File: config.mk
export PLATFORM = sky130hd
export DESIGN_NAME = addsub_rr_arbiter
export DESIGN_NICKNAME = d
export VERILOG_FILES = /design/src/rtl/addsub_ctrl_pkg.sv /design/src/rtl/adder_subtractor_n_bit.sv /design/src/rtl/addsub_rr_arbiter.sv
export SDC_FILE = /design/constraint.sdc
export NUM_CORES = 1
export LEC_CHECK = 0
export CAP_MARGIN = 15
export CORE_AREA = 3 3 59 83
export CTS_CLUSTER_DIAMETER = 50
export DETAILED_ROUTE_END_ITERATION = 10
export DIE_AREA = 0 0 62 86
export GPL_TIMING_DRIVEN = 0
export HOLD_SLACK_MARGIN = 0.05
export SLEW_MARGIN = 25
export SYNTH_ARGS = -nofsm -noshare
export SYNTH_HDL_FRONTEND = slang
export SYNTH_HIERARCHICAL = 1
export SYNTH_SLANG_ARGS = --single-unit
export TNS_END_PERCENT = 30
File: constraint.sdc
create_clock -name clk -period 1.81 [get_ports clk]
set_input_delay 0.362 -clock clk [delete_from_list [all_inputs] [get_ports clk]]
set_output_delay 0.362 -clock clk [all_outputs]
set_load 0.1 [all_outputs]
File: src/rtl/addsub_ctrl_pkg.sv
// Shared types and constants for the round-robin add/sub arbiter.
package addsub_ctrl_pkg;

  typedef enum logic [1:0] {
    IDLE = 2'd0,
    EXEC = 2'd1,
    RESP = 2'd2
  } state_e;

  localparam logic REQ0 = 1'b0;
  localparam logic REQ1 = 1'b1;

endpackage

File: src/rtl/adder_subtractor_n_bit.sv
// Combinational n-bit adder/subtractor: s = x + (y ^ {n{add_n}}) + add_n.
module adder_subtractor_n_bit #(
  parameter int unsigned n = 4
) (
  input  logic [n-1:0] x_i,
  input  logic [n-1:0] y_i,
  input  logic         add_n_i,
  output logic [n-1:0] s_o,
  output logic         c_out_o,
  output logic         ovf_o
);

  logic [n-1:0] y_inv;
  logic [n:0]   sum;

  always_comb begin
    y_inv   = y_i ^ {n{add_n_i}};
    sum     = {1'b0, x_i} + {1'b0, y_inv} + {{n{1'b0}}, add_n_i};
    s_o     = sum[n-1:0];
    c_out_o = sum[n];
    // Overflow: operands agree in sign but the result does not.
    ovf_o   = (x_i[n-1] == y_inv[n-1]) && (sum[n-1] != x_i[n-1]);
  end

endmodule

File: src/rtl/addsub_rr_arbiter.sv
// Two-requester round-robin front end sharing one adder_subtractor_n_bit.
// IDLE grants and latches operands, EXEC registers the result, RESP holds it.
module addsub_rr_arbiter
  import addsub_ctrl_pkg::*;
#(
  parameter int unsigned n = 4
) (
  input  logic         clk,
  input  logic         rst_n,
  input  logic         req0_valid,
  input  logic [n-1:0] req0_x,
  input  logic [n-1:0] req0_y,
  input  logic         req0_add_n,
  output logic         req0_ready,
  output logic         resp0_valid,
  input  logic         resp0_ready,
  input  logic         req1_valid,
  input  logic [n-1:0] req1_x,
  input  logic [n-1:0] req1_y,
  input  logic         req1_add_n,
  output logic         req1_ready,
  output logic         resp1_valid,
  input  logic         resp1_ready,
  output logic [n-1:0] res_s,
  output logic         res_c_out,
  output logic         res_ovf
);

  state_e       state_q, state_d;
  logic         ptr_q, ptr_d;
  logic         owner_q, owner_d;
  logic [n-1:0] x_q, x_d;
  logic [n-1:0] y_q, y_d;
  logic         add_n_q, add_n_d;
  logic [n-1:0] s_q, s_d;
  logic         c_q, c_d;
  logic         ovf_q, ovf_d;

  logic         gnt_valid;
  logic         gnt_id;
  logic         resp_take;
  logic [n-1:0] alu_s;
  logic         alu_c;
  logic         alu_ovf;

  adder_subtractor_n_bit #(
    .n (n)
  ) u_alu (
    .x_i     (x_q),
    .y_i     (y_q),
    .add_n_i (add_n_q),
    .s_o     (alu_s),
    .c_out_o (alu_c),
    .ovf_o   (alu_ovf)
  );

  // Pointer only breaks ties; a lone valid requester always wins.
  always_comb begin
    gnt_valid = req0_valid | req1_valid;
    gnt_id    = REQ0;
    if (req0_valid && req1_valid) begin
      gnt_id = ptr_q;
    end else if (req1_valid) begin
      gnt_id = REQ1;
    end
  end

  always_comb begin
    resp_take = (state_q == RESP) && ((owner_q == REQ1) ? resp1_ready : resp0_ready);
  end

  always_comb begin
    state_d = state_q;
    ptr_d   = ptr_q;
    owner_d = owner_q;
    x_d     = x_q;
    y_d     = y_q;
    add_n_d = add_n_q;
    s_d     = s_q;
    c_d     = c_q;
    ovf_d   = ovf_q;
    unique case (state_q)
      IDLE: begin
        if (gnt_valid) begin
          owner_d = gnt_id;
          x_d     = (gnt_id == REQ1) ? req1_x : req0_x;
          y_d     = (gnt_id == REQ1) ? req1_y : req0_y;
          add_n_d = (gnt_id == REQ1) ? req1_add_n : req0_add_n;
          state_d = EXEC;
        end
      end
      EXEC: begin
        s_d     = alu_s;
        c_d     = alu_c;
        ovf_d   = alu_ovf;
        state_d = RESP;
      end
      RESP: begin
        if (resp_take) begin
          ptr_d   = ~owner_q;
          state_d = IDLE;
        end
      end
      default: state_d = IDLE;
    endcase
  end

  always_ff @(posedge clk or negedge rst_n) begin
    if (!rst_n) begin
      state_q <= IDLE;
      ptr_q   <= REQ0;
      owner_q <= REQ0;
      x_q     <= '0;
      y_q     <= '0;
      add_n_q <= 1'b0;
      s_q     <= '0;
      c_q     <= 1'b0;
      ovf_q   <= 1'b0;
    end else begin
      state_q <= state_d;
      ptr_q   <= ptr_d;
      owner_q <= owner_d;
      x_q     <= x_d;
      y_q     <= y_d;
      add_n_q <= add_n_d;
      s_q     <= s_d;
      c_q     <= c_d;
      ovf_q   <= ovf_d;
    end
  end

  // Ready is gated by rst_n so it drops the moment reset is asserted.
  always_comb begin
    req0_ready  = rst_n && (state_q == IDLE) && gnt_valid && (gnt_id == REQ0);
    req1_ready  = rst_n && (state_q == IDLE) && gnt_valid && (gnt_id == REQ1);
    resp0_valid = (state_q == RESP) && (owner_q == REQ0);
    resp1_valid = (state_q == RESP) && (owner_q == REQ1);
    res_s       = s_q;
    res_c_out   = c_q;
    res_ovf     = ovf_q;
  end

endmodule

==> key figures, run 1 <==
STA
  • Final setup fails: 3
  • Fin worst setup slack: -127 ps
  • Fmax: 516 MHz
  • Max-slew headroom: 37.5%
  • Slew Limit Fails: 0
  • Tcrit/Tclk final: 107%
  • RSZ-0062 raised after global routing: yes
  • Crit path time final: 1940 ps
  • Tightest Pin Transition: 942 ps
  • Setup Skew: 3.15 ps
  • Final Hold Viols: 0

Worst setup path
  • R2R setup slack: -130 ps
  • Crit end category: register
  • Reg2Reg Capture Point: res_ovf$_DFFE_PN0N_
  • Reg2Reg Launch Point: add_n_q$_DFFE_PN0P_
  • Worst R2R Path Depth: 6
  • Crit path max fanout: 4
  • Worst EP required: 1950 ps
  • Most used cell, CP: mux2_4
  • Critical Path Start Type: register
  • CP max stage delay: 430 ps
  • Slowest-stage cell, CP: dfrtp_2
  • CP Data Arrival Time: 2070 ps
  • Crit path kind: register to register
  • Cell Chain, Critical Path: xor2_1 > ha_1 > a21o_1 > a31oi_4 > mux2_4 > mux2_4

Synth
  • Syn Nets: 136
  • Adder-cell share of the synthesized area: 4.64%
  • Top cells by count, synth: dfrtp_1, a21oi_1, a31oi_4, nand3_1, o21ai_0
  • Post-synth EDFFs: 0
  • Mean area per synthesized cell: 11.5 um2
  • Synth Register Bits: 19
  • Multiplexer share of the synthesized area: 7.87%
  • Largest family of logic cells by synthesized area: compound AO/OA/AOI/OAI gates
  • Simple-gate portion of the synthesized area: 10.4%
  • Ys async rst share: 100%
  • Post-Synth XOR/XNOR Area: 4.24%
  • Synth Warn #: 6
  • Yosys cell types: 28
  • Synth top area share: 38.3%
  • Mapped cell area: 1240 um2
  • Synth Flop Type: dfrtp_1
  • Sequential area share after synthesis: 38.3%
  • Post-synthesis compound-gate area fraction: 29.4%
  • Post-synth top area cell: dfrtp_1
  • Synth area leaders: dfrtp_1, a31oi_4, mux2_1, a21oi_1, nand3_1
  • Most common cell in the netlist: dfrtp_1
  • Cells after Synth: 108

Route
  • Post-route ant nets: 0
  • DRC Markers: 0
  • Via density: 4.49
  • DR iter-0 viols: 22
  • Final WL: 2540 um
  • Post-DR wirelength/cell: 12.0 um
  • DR pass1 iterations: 4
  • Via count: 947

Placed design
  • Buffers on Ports: 33
  • RD Place Congestion: 0.638
  • Placed insts: 201
  • Hpwl dp: 2050 um
  • Area after DPL: 1650 um2

CTS
  • Inserted Clock Buffers: 3
  • CTS root buf: clkbuf_8
  • CTS tree: yes
  • CTS sink cnt: 19
  • Clock insertion delay at the later pin of the skew report: 250 ps
  • H-Tree Depth: 1
  • # hold bufs at CTS: 0
  • Clock transition at path regs: 70 ps
  • Worst-case clock buffer depth: 2

Global route
  • First-pass GRT wire length: 4300 um
  • Largest net degree at the start of global routing: 22
  • Antenna violations before repair: 0
  • Tot GR Track Use: 10.5%
  • Vias in the first global route: 953
  • GR Overflow Total: 0

Cells and area
  • Final-stage net count: 180
  • Antenna cell count: 0
  • Area Overhead vs Synth: 43.7%
  • Core Util, Final: 42.0%
  • Fillers: 424
  • Final Cell Area: 1780 um2
  • Non-filler instance count after layout: 211
  • Layout cells sized above 1: 31.8%

Pwr
  • Final Power: 4.05 mW
  • Peak VDD IR: 0.000533 V
  • Power per cell area: 2270 nW/um2
  • P_leak: 0.723 nW

Floorplanning
  • Die H: 86 um
  • Core ar.: 4240 um2
  • Top Ports: 34
  • Rows: 28
  • Die width: 62 um
  • Starting Density: 29.3%
  • Die Footprint: 5330 um2

Status
  • Violated checks: setup timing
  • Status: complete, but fails checks

Flow run
  • Max-cap violations: 0

Hold path
  • Hold WC Path Type: input pin to asynchronous set/reset pin
==> kinds of logic after synthesis <==
kind of cell,count (synthesis)
multiplexers,8
adder cells (fa/ha/maj),4
buffers and inverters,10
flip-flops,19
XOR/XNOR,6
AO/OA/AOI/OAI,37
AND/OR/NAND/NOR,24
==> metal layers <==
| metal | global-route usage [%] | routed length, um | share of wire [%] |
|---|---|---|---|
| met5 | 0 | 0 | 0 |
| met4 | 4.63 | 29 | 1.1 |
| met3 | 1.36 | 116 | 4.6 |
| met2 | 17.9 | 1380 | 54 |
| met1 | 12.4 | 1010 | 40 |
==> placed cells by master (no fill, tap or decap), drive strengths merged <==
master / instances
a21o: 3
a21oi: 10
a31oi: 11
and2: 1
and3: 1
and4: 1
buf: 15
clkbuf: 10
clkdlybuf4s15: 3
clkdlybuf4s18: 1
clkdlybuf4s50: 20
dfrtp: 19
fa: 1
ha: 3
inv: 4
mux2: 8
nand2: 1
nand2b: 3
nand3: 9
nor2: 5
nor2b: 2
o21ai: 12
o32ai: 1
or2: 1
xnor2: 1
xor2: 5
==> sequential cells by signal (all words and copies together) (netlist names) <==
name and cells:
add_n_q 1, res_s 4, res_ovf 1, owner_q 1, x_q 4, res_c_out 1
y_q 4, ptr_q 1, state_q 2
==> area by class of cell <==
cell class                 instances  area (um2)  area share [%]
inverter                           4        15.0           0.843
timing repair buffer              39         369            20.7
sequential                        19         478            26.8
buffer                             6        62.6            3.51
clock buffer                       4        45.0            2.53
multi-input combinational         79         737            41.4
tap                               60        75.1            4.21
==> what timing repair did <==
action / in CTS / in global routing
endpoints found under the hold margin: 0 / 0
setup buffers: 4 / 2
endpoints found under the setup margin: 13 / 10
gates resized for setup: 62 / 11
pin swaps: 4 / 0
==> worst max-delay path, delay by kind of cell (launching register included) <==
family / cells / cell delay [ps]
compound gates: 2 / 360
xor+xnor: 1 / 150
mux: 2 / 570
fa+ha+maj: 1 / 310
flops: 1 / 430
==> through the flow <==
stage | hold WS, ps | worst slack, ps | setup TNS [ps]
2_1_floorplan | 66.4 | -425 | -1360
3_5_place_dp | 480 | -1500 | -4360
6_report | 161 | -127 | -236
5_1_grt | 193 | -187 | -415
3_3_place_gp | 474 | -1480 | -4160
4_1_cts | 179 | -135 | -214
==> worst max path at each step <==
stage,startpoint,endpoint,slack [ps]
CTS,add_n_q$_DFFE_PN0P_,res_ovf$_DFFE_PN0N_,-130
global route,add_n_q$_DFFE_PN0P_,res_ovf$_DFFE_PN0N_,-190
finish,add_n_q$_DFFE_PN0P_,res_ovf$_DFFE_PN0N_,-130
global placement,rst_n,req1_ready,-1480
detailed placement,rst_n,req1_ready,-1500
floorplan,state_q[0]$_DFFE_PN0P_,resp0_valid,-420
==> power by group <==
part	leakage [nW]	internal, mW	switching (mW)
clock network	0.0228	0.156	0.130
registers	0.217	0.650	0.194
logic	0.483	1.32	1.60
Power figures use the tool's default switching activity.
==> run 2: changes to the inputs <==
Settings changed: SLEW_MARGIN 25 to 20.
==> results of run 2 <==
Final layout, timing and power as in run 1 (identical DEF).
